[src/rtl/serv_rf_sched.sv]
// Shares the bit-serial register file between the core datapath and a 32-bit debug port.
// Define SERV_RF_SCHED_RR_EN for round-robin arbitration; otherwise debug has fixed priority.
module serv_rf_sched (
   input  logic        i_clk,
   input  logic        i_rst_n,
   input  logic        i_c_req,
   input  logic [4:0]  i_c_rs1_addr,
   input  logic [4:0]  i_c_rs2_addr,
   input  logic [4:0]  i_c_rd_addr,
   input  logic        i_c_wen,
   input  logic        i_c_rd,
   output logic        o_c_gnt,
   output logic        o_c_en,
   output logic        o_c_rs1,
   output logic        o_c_rs2,
   output logic        o_c_done,
   input  logic        i_d_req,
   input  logic [4:0]  i_d_rs1_addr,
   input  logic [4:0]  i_d_rd_addr,
   input  logic        i_d_wen,
   input  logic [31:0] i_d_wdata,
   output logic        o_d_gnt,
   output logic        o_d_done,
   output logic [31:0] o_d_rdata,
   output logic        o_rf_go,
   input  logic        i_rf_ready,
   output logic        o_rf_rd_en,
   output logic        o_rf_rd,
   output logic [4:0]  o_rf_rd_addr,
   output logic [4:0]  o_rf_rs1_addr,
   output logic [4:0]  o_rf_rs2_addr,
   input  logic        i_rf_rs1,
   input  logic        i_rf_rs2,
   output logic        o_busy
);

   typedef enum logic [1:0] {IDLE, WAIT, XFER, DONE} state_t;

   state_t      state_reg, state_next;
   logic [4:0]  cnt_reg;
   logic        owner_reg;   // 1: debug port owns the current access
   logic        wen_reg;
   logic        go_reg;
   logic [31:0] shift_reg;
   logic [31:0] rdata_reg;
   logic [4:0]  rs1_reg, rs2_reg, rd_reg;
   logic        take;
   logic        pick_dbg;
   logic        xfer;

`ifdef SERV_RF_SCHED_RR_EN
   logic        last_reg;    // 1: debug was granted last
   assign pick_dbg = i_d_req & (~i_c_req | ~last_reg);
`else
   assign pick_dbg = i_d_req;
`endif

   assign take = i_c_req | i_d_req;

   always_ff @(posedge i_clk or negedge i_rst_n) begin
      if (!i_rst_n) state_reg <= IDLE;
      else          state_reg <= state_next;
   end

   always_comb begin
      state_next = state_reg;
      xfer       = 1'b0;
      o_busy     = 1'b1;
      o_c_done   = 1'b0;
      o_d_done   = 1'b0;
      case (state_reg)
         IDLE: begin
            o_busy = 1'b0;
            if (take) state_next = WAIT;
         end
         WAIT: if (i_rf_ready) state_next = XFER;
         XFER: begin
            xfer = 1'b1;
            if (cnt_reg == 5'd31) state_next = DONE;
         end
         DONE: begin
            o_c_done   = ~owner_reg;
            o_d_done   = owner_reg;
            state_next = IDLE;
         end
         default: state_next = IDLE;
      endcase
      o_c_en     = xfer & ~owner_reg;
      o_c_rs1    = o_c_en & i_rf_rs1;
      o_c_rs2    = o_c_en & i_rf_rs2;
      o_rf_rd_en = xfer & wen_reg;
      o_rf_rd    = xfer & (owner_reg ? shift_reg[0] : i_c_rd);
   end

   always_ff @(posedge i_clk or negedge i_rst_n) begin
      if (!i_rst_n) begin
         cnt_reg   <= 5'd0;
         owner_reg <= 1'b0;
         wen_reg   <= 1'b0;
         go_reg    <= 1'b0;
         shift_reg <= 32'd0;
         rdata_reg <= 32'd0;
         rs1_reg   <= 5'd0;
         rs2_reg   <= 5'd0;
         rd_reg    <= 5'd0;
`ifdef SERV_RF_SCHED_RR_EN
         last_reg  <= 1'b1;
`endif
      end else begin
         go_reg <= 1'b0;
         if (state_reg == IDLE && take) begin
            go_reg    <= 1'b1;
            owner_reg <= pick_dbg;
            wen_reg   <= pick_dbg ? i_d_wen : i_c_wen;
            rs1_reg   <= pick_dbg ? i_d_rs1_addr : i_c_rs1_addr;
            rs2_reg   <= pick_dbg ? 5'd0 : i_c_rs2_addr;
            rd_reg    <= pick_dbg ? i_d_rd_addr : i_c_rd_addr;
            if (pick_dbg) shift_reg <= i_d_wdata;
`ifdef SERV_RF_SCHED_RR_EN
            last_reg  <= pick_dbg;
`endif
         end
         if (state_reg == XFER) begin
            cnt_reg <= cnt_reg + 5'd1;
            if (owner_reg) begin
               shift_reg <= {1'b0, shift_reg[31:1]};
               rdata_reg <= {i_rf_rs1, rdata_reg[31:1]};
            end
         end
      end
   end

   // Grant and go come straight from the register set on the IDLE->WAIT edge.
   assign o_rf_go       = go_reg;
   assign o_c_gnt       = go_reg & ~owner_reg;
   assign o_d_gnt       = go_reg & owner_reg;
   assign o_d_rdata     = rdata_reg;
   assign o_rf_rs1_addr = rs1_reg;
   assign o_rf_rs2_addr = rs2_reg;
   assign o_rf_rd_addr  = rd_reg;

endmodule

[config.mk]
export PLATFORM = sky130hd
export DESIGN_NAME = serv_rf_sched
export DESIGN_NICKNAME = d
export VERILOG_FILES = /design/src/rtl/serv_rf_sched.sv
export SDC_FILE = /design/constraint.sdc
export NUM_CORES = 1
export LEC_CHECK = 0
export ABC_AREA = 1
export BUFFER_PORTS_ARGS = -buffer_cell sky130_fd_sc_hd__buf_2
export CAP_MARGIN = 10
export CORE_ASPECT_RATIO = 0.5
export CORE_MARGIN = 3
export CORE_UTILIZATION = 28
export DETAILED_ROUTE_END_ITERATION = 6
export PLACE_DENSITY_LB_ADDON = 0.12
export SYNTH_ARGS = -nofsm -noshare
export SYNTH_HDL_FRONTEND = slang
export SYNTH_SLANG_ARGS = --single-unit
[constraint.sdc]
create_clock -name i_clk -period 2.3 [get_ports i_clk]
set_input_delay 0.115 -clock i_clk [delete_from_list [all_inputs] [get_ports i_clk]]
set_output_delay 0.115 -clock i_clk [all_outputs]
set_load 0.1 [all_outputs]
# Yosys cells after proc, flatten, opt, wreduce, memory -nomap -nowiden
# Cells that the tools add are included.
op_classes:
  addsub: 1
  n_shift: 0
  magnitude_cmp: 0
  bitwise_logic: 9
  n_mul: 0
  n_mux: 18
  div: 0
  n_eq_ne: 7
  n_reduce_logical: 4
op_table:
  columns: ["op", "n"]
  rows:
  - ["two-way mux 32 bit", 4]
  - ["two-way mux 5 bit", 3]
  - ["one-hot mux 2 bit (4 select lines)", 1]
  - ["bitwise AND 1 bit", 7]
  - ["two-way mux 1 bit", 7]
  - ["two-way mux 2 bit", 3]
  - ["!= test 2 bit, second input constant", 3]
  - ["adder 5 x 1 -> 5 bit, second input constant", 1]
  - ["equality test 5 bit, second input constant", 1]
  - ["equality test 2 bit, second input constant", 2]
  - ["AND reduction 3 bit", 1]
  - ["equality test 2 x 1 -> 1 bit, second input constant", 1]
  - ["logical NOT 2 bit", 1]
  - ["AND reduction 2 bit", 1]
  - ["logical AND 1 bit", 1]
  - ["inverter 1 bit", 1]
  - ["bitwise OR 1 bit", 1]
totals:
  mem_count: 0
  wordCells: 49
  reg_bits: 89
  rom_bits: 0
  latchBits: 0
  ramBits: 0
  in_bits: 67

# Logic depth before layout (Yosys ltp)
# Gate-level depths: netlist of run 1.
depth:
  ltp_word: 5
  ltp_mapped: 8

# Worst setup path before layout of run 1
# OpenSTA, ideal clock, no wires.
synth_timing:
  path_type: "register -> output"
  from: "register state_reg[0]"
  to: "output o_rf_rd"
  setup_slack_ns: -0.966
  t_arrival_ns: 3.151
  path_stages_with_launch: 7
  path_cell_list: "dfrtp_1 -> inv_1 -> ha_1 -> buf_4 -> nand2_2 -> clkbuf_1 -> o21ai_0"
synth_between:
  elab_chain_len: 3
synth_rtl:
  columns: ["item", "line", "rtl"]
  rows:
  - ["from (decl)", "39", "state_t state_reg, state_next;"]
  - ["from (signal assigned)", "62", "else state_reg <= state_next;"]
  - ["equality test 2 bit", "71", "case (state_reg)"]
  - ["two-way mux 1 bit", "71", null]
  - ["bitwise AND 1 bit", "92", "o_rf_rd = xfer & (owner_reg ? shift_reg[0] : i_c_rd);"]
  - ["to (decl)", "28", "output logic o_rf_rd,"]
# No other way between the ends.

# Final worst setup path of run 1
layout_timing:
  from: "register state_reg[0]"
  to: "output o_c_rs1"
layout_between:
  elab_chain_len: 4
layout_rtl:
  columns: ["item", "line", "rtl"]
  rows:
  - ["equality test 2 bit", "71", null]
  - ["two-way mux 1 bit", "71", null]
  - ["bitwise AND 1 bit", "88", "o_c_en = xfer & ~owner_reg;"]
  - ["bitwise AND 1 bit", "89", "o_c_rs1 = o_c_en & i_rf_rs1;"]
  - ["to (decl)", "14", "output logic o_c_rs1,"]
# No other way between the ends.

==> impl_metrics.ini, run 1 <==
[outcome]
status = complete, no violations

[clock_tree]
clock_latency_ns = 0.33
numCtsBuffers = 9
cts.clk_slew.worst_paths_ns = 0.06
cts.sinks = 89
ctsHoldBuffers = 5
cts_tree = yes
cts_resized = 0
cts_setup_buffers = 0
root_buffer = clkbuf_16
h-tree-depth = 3
ctsLongestPathBuffers = 2

[yosys]
synth_cell_type_count = 21
syn_nets = 571
synth_warnings = 0
syn-instance-count = 498
syn_avg_cell_area_um2 = 8.18
yosysSeqAreaShare_pct = 54.7
synth.cell_area_um2 = 4070
synth_seq_cells = 89

[timing]
hold_viol_final = 0
rsz0062_at_grt = no
clock.fmax_mhz = 494
timing.final.crit_period_ns = 2.03
max_slew_margin_pct = 66.3
tns_ns = 0
drv_slew = 0
fin_ws_ns = 0.274
finClkSkew_ns = 0.00662
holdWs_ns = 0.0158
finalSetupViolCount = 0
worstMarginPinSlew_ns = 0.509
post-route-period-util_pct = 88.1

[critical_path]
endpoint_kind = primary output
slowest_delay_ns = 0.43
r2r_start = state_reg[0]
cp_slowest_cell = buf_2
reg2reg_setup_slack_ns = 0.55
r2r-end = o_d_rdata[12]
worstPathCellList = inv_1 -> ha_1 -> nand2_1 -> nor2_1 -> buf_2
cp.required_ns = 2.18
startpoint_type = flop
path_max_fanout = 10
rr_worst_depth = 5
crit_arrival_ns = 1.91
path_class = flop to primary output

[worst_hold_path]
hold_class = primary input to flop
hold_start = i_c_rs2_addr[0]
hold_end = o_rf_rs2_addr[0]
hold_depth = 3

[drt]
dr.pass1.iters = 4
route.antenna.remaining_nets = 0
initialDrtViolationCount = 219
routedWlPerCell_um = 12.0
vias_per_cell = 4.14
drc_errors = 0
wl_um = 9760
vias = 3368

[pwr]
power_density_nw_per_um2 = 1590
irDropWorstVdd_mv = 0.541
finalPower_mw = 8.28
p_leak_nw = 2.99

[layout]
drive_above_1_share_pct = 24.6
diodes = 0
fillers = 1519
register_area_um2 = 2230
area_growth_pct = 27.8
final_util_pct = 37.5
multiInputGateArea_um2 = 1420
final_nets = 692

[global_routing]
antenna_found_initial = 0
grt_max_degree = 66
grtUsageTotal_pct = 12.6
grt_pass1_wl_um = 16300
grt_pass1_vias = 3333
grt-ovfl-total = 0

[floorplanning]
die-area_um2 = 16100
pin_count = 125
core_area_um2 = 13900
rows = 30
die_y_um = 91.3
start_util_pct = 29.3
die_w_um = 177

[flow_run]
maxCapViolCount = 0

[placed_design]
place.gp.congestion = 0.760
portBuffers = 124
dp_hpwl_um = 6790
place_worst_setup_slack_ns = 0.521
## placed cells by master, fill, tap and decap left out
| master | n |
|---|---|
| ha_1 | 6 |
| bufinv_16 | 1 |
| nor2_1 | 35 |
| xor2_1 | 3 |
| o21ai_0 | 31 |
| buf_12 | 3 |
| o21ai_2 | 1 |
| nand2_1 | 193 |
| and3_1 | 1 |
| buf_4 | 5 |
| inv_2 | 2 |
| dfrtp_1 | 89 |
| o22ai_1 | 30 |
| dlygate4sd3_1 | 5 |
| nor2_4 | 1 |
| clkinvlp_4 | 1 |
| o211ai_2 | 1 |
| nor2_2 | 2 |
| inv_1 | 65 |
| o21ai_1 | 2 |
| nand3_1 | 6 |
| nand2_2 | 2 |
| clkbuf_16 | 9 |
| buf_2 | 122 |
| nand4_1 | 3 |
| clkbuf_8 | 3 |
## layout make-up
| class | instances | share of cell area (%) |
|---|---|---|
| Inverter | 67 | 4.83 |
| Multi-Input combinational cell | 317 | 27.3 |
| Tap cell | 192 | 4.62 |
| Timing Repair Buffer | 135 | 14.6 |
| Sequential cell | 89 | 42.8 |
| Clock buffer | 12 | 5.12 |
| Clock inverter | 2 | 0.721 |
## cell families (layout without fill, tap and decap cells)
| logic type | after synthesis | in the layout | synth area share, % |
|---|---|---|---|
| and+or+nand+nor | 243 | 243 | 23.1 |
| buffers and inverters | 92 | 216 | 10.6 |
| DFF | 89 | 89 | 54.7 |
| AOI/OAI and AO/OA | 65 | 65 | 9.10 |
| adders and majority gates | 6 | 6 | 1.84 |
| xor gates and xnor gates | 3 | 3 | 0.645 |
## per-layer routing
layer / share of wire, % / vias up / global-route usage, %
met5: 0 / - / 0
met4: 0.83 / 0 / 3.33
met3: 5.2 / 7 / 3.93
met2: 47 / 76 / 20.6
met1: 47 / 1520 / 16.1
li1: - / 1765 / -
## power breakdown
group,leakage (nW),internal (mW),switching (mW)
registers,1.12,2.17,0.269
logic,1.72,0.903,3.44
clock network,0.147,0.919,0.579
## cells in the mapped netlist (all sizes together)
cell type | n | area share [%]
and3 | 1 | 0.15
buf | 22 | 4.1
clkbuf | 3 | 0.28
dfrtp | 89 | 55
ha | 6 | 1.8
inv | 67 | 6.2
nand2 | 195 | 18
nand3 | 6 | 0.74
nand4 | 3 | 0.46
nor2 | 38 | 3.7
o211ai | 1 | 0.31
o21ai | 34 | 4.2
o22ai | 30 | 4.6
xor2 | 3 | 0.65
## worst max-delay path: cells and delay by family (launching register included)
kind                     cells  cell delay [ns]
adder cells (fa/ha/maj)      1             0.39
buffers and inverters        2             0.52
flip-flops                   1             0.41
AND/OR/NAND/NOR              2             0.26
## through the flow
stage / std cells / cell area, um^2
after CTS: 814 / 5200
final: 814 / 5200
after floorplan: 498 / 4080
after detailed placement: 795 / 4850
after global placement: 795 / 4850
after global routing: 814 / 5200
## how the worst max path moves through the flow
| stage | depth (start not counted) | start | end |
|---|---|---|---|
| finish | 5 | state_reg[0] | o_c_rs1 |
| global route | 5 | state_reg[0] | o_c_rs1 |
| CTS | 5 | state_reg[0] | o_c_rs1 |
| detailed placement | 5 | state_reg[0] | o_d_rdata[12] |
| global placement | 5 | state_reg[0] | o_d_rdata[16] |
| floorplan | 5 | state_reg[0] | o_c_rs1 |
No activity file was read; power rests on OpenSTA's default activity.
==> inputs of run 2 (changes only) <==
REMOVE_ABC_BUFFERS = 1   (was unset)
==> impl_metrics.ini, run 2 (synthesized netlist as in run 1, its figures left out) <==
[outcome]
status = complete, no violations

[placed_design]
dp.cells = 798
portBuffers = 124
dpl-instance-area_um2 = 4860
place.gp.congestion = 0.737
dp_hpwl_um = 6930

[drt]
wl_um = 9830
drc_errors = 0
dr.pass1.iters = 4
route.antenna.remaining_nets = 0
vias_per_cell = 4.07
routedWlPerCell_um = 12.0
initialDrtViolationCount = 189
vias = 3339

[floorplanning]
pin_count = 125
die_y_um = 91.3
die_w_um = 177
start_util_pct = 29.3
die-area_um2 = 16100
core_area_um2 = 13900
rows = 30

[timing]
post-route-period-util_pct = 85.1
finalSetupViolCount = 0
max_slew_margin_pct = 66.4
worstMarginPinSlew_ns = 0.508
clock.fmax_mhz = 511
tns_ns = 0
timing.final.crit_period_ns = 1.96
rsz0062_at_grt = no
finClkSkew_ns = 0.00660
drv_slew = 0
hold_viol_final = 0
holdWs_ns = 0.0229

[global_routing]
grt-ovfl-total = 0
grt_pass1_vias = 3266
antenna_found_initial = 0
grtUsageTotal_pct = 12.8
grt_max_degree = 54
grt_pass1_wl_um = 16500

[pwr]
switchingPower_mw = 4.35
power_density_nw_per_um2 = 1610
seqPwrFrac_pct = 28.6
p_int_mw = 4.15
power_frac_comb_pct = 51.1
p_leak_nw = 3.04
finalPower_mw = 8.50
p_sw_share_pct = 51.1
irDropWorstVdd_mv = 1.15
clkPwrFrac_pct = 20.3

[clock_tree]
numCtsBuffers = 9
root_buffer = clkbuf_16
cts.sinks = 89
cts_tree = yes
cts.clk_slew.worst_paths_ns = 0.07
ctsLongestPathBuffers = 2
cts_resized = 0
h-tree-depth = 3
clock_latency_ns = 0.34

[layout]
multiInputGateArea_um2 = 1420
register_area_um2 = 2230
final-instance-count-excl-fill = 820
final_nets = 696
diodes = 0
final_common_cell = nand2_1
area_growth_pct = 29.4
fin_area_um2 = 5270
fillers = 1505
drive_above_1_share_pct = 24.8
final_cell_mix = 193 x nand2_1, 122 x buf_2, 89 x dfrtp_1, 65 x inv_1, 36 x nor2_1

[critical_path]
r2r_start = state_reg[0]
startpoint_type = flop
endpoint_kind = primary output
crit_arrival_ns = 1.84
cp.required_ns = 2.18
rr_worst_depth = 5
path_class = flop to primary output
path_max_fanout = 22
reg2reg_setup_slack_ns = 0.67
r2r-end = o_d_rdata[18]

[worst_hold_path]
hold_end = shift_reg[30]
hold_class = primary input to flop
hold_depth = 3
hold_start = i_d_wdata[30]

[flow_run]
maxCapViolCount = 0
-- run 2: cell count changes in the layout (fill, tap and decap cells not counted), moves of 2 or more --
cell | previous run | this run
buf_4 | 5 | 9
clkbuf_8 | 3 | 0
inv_6 | 0 | 3
bufinv_16 | 1 | 3
-- run 2: power groups by stage --
| stage | sequential, mW | clock [mW] | combinational [mW] |
|---|---|---|---|
| 2_1_floorplan | 4.00 | 0 | 1.90 |
| 3_3_place_gp | 2.46 | 0 | 4.36 |
| 3_5_place_dp | 2.46 | 0 | 4.39 |
| 4_1_cts | 2.44 | 1.79 | 4.40 |
| 5_1_grt | 2.51 | 1.84 | 4.79 |
| 6_report | 2.43 | 1.73 | 4.34 |
-- run 2: repair_timing --
action | in CTS | in global routing
setup endpoints to repair | 0 | 0
hold buffers | 6 | 0
endpoints found under the hold margin | 24 | 0
buffers inserted | 0 | 0
-- run 2: area by class of cell --
| type | count | share of cell area [%] |
|---|---|---|
| clock buffer | 9 | 4.27 |
| inverter | 67 | 4.77 |
| timing repair buffer | 139 | 14.8 |
| sequential | 89 | 42.3 |
| tap | 192 | 4.56 |
| multi-input combinational | 317 | 27.0 |
| clock inverter | 7 | 2.37 |
-- run 2: per-stage QoR --
step	setup slack [ns]	util [%]
detailed placement	0.622	35.0
floorplan	-1.70	-
finish	0.342	37.9
CTS	0.309	37.9
global route	0.210	37.9
global placement	0.655	35.0
-- run 2: worst max-delay path by stage --
stage | start | endpoint | slack [ns] | cells after the start
after floorplan | state_reg[0] | o_rf_rd | -1.70 | 4
after global placement | state_reg[0] | o_rf_rs2_addr[1] | 0.66 | 7
after detailed placement | state_reg[0] | o_rf_rd_addr[2] | 0.62 | 7
after CTS | state_reg[0] | o_rf_rd | 0.31 | 5
after global routing | state_reg[0] | o_rf_rd | 0.21 | 5
final | state_reg[0] | o_rf_rd | 0.34 | 5
-- run 2: per-layer routing --
layer / vias to the layer above / global-route usage (%) / routed length, um
met3: 10 / 3.47 / 449
li1: 1780 / - / -
met1: 1480 / 17.8 / 4920
met5: - / 0 / 0
met2: 69 / 19.6 / 4340
met4: 0 / 3.53 / 132
-- run 2: worst max-delay path, stage by stage (launching register included) --
cell	delay, ns
dfrtp_1	0.41
inv_1	0.09
ha_1	0.23
nand2_4	0.18
o21ai_0	0.35
buf_12	0.22
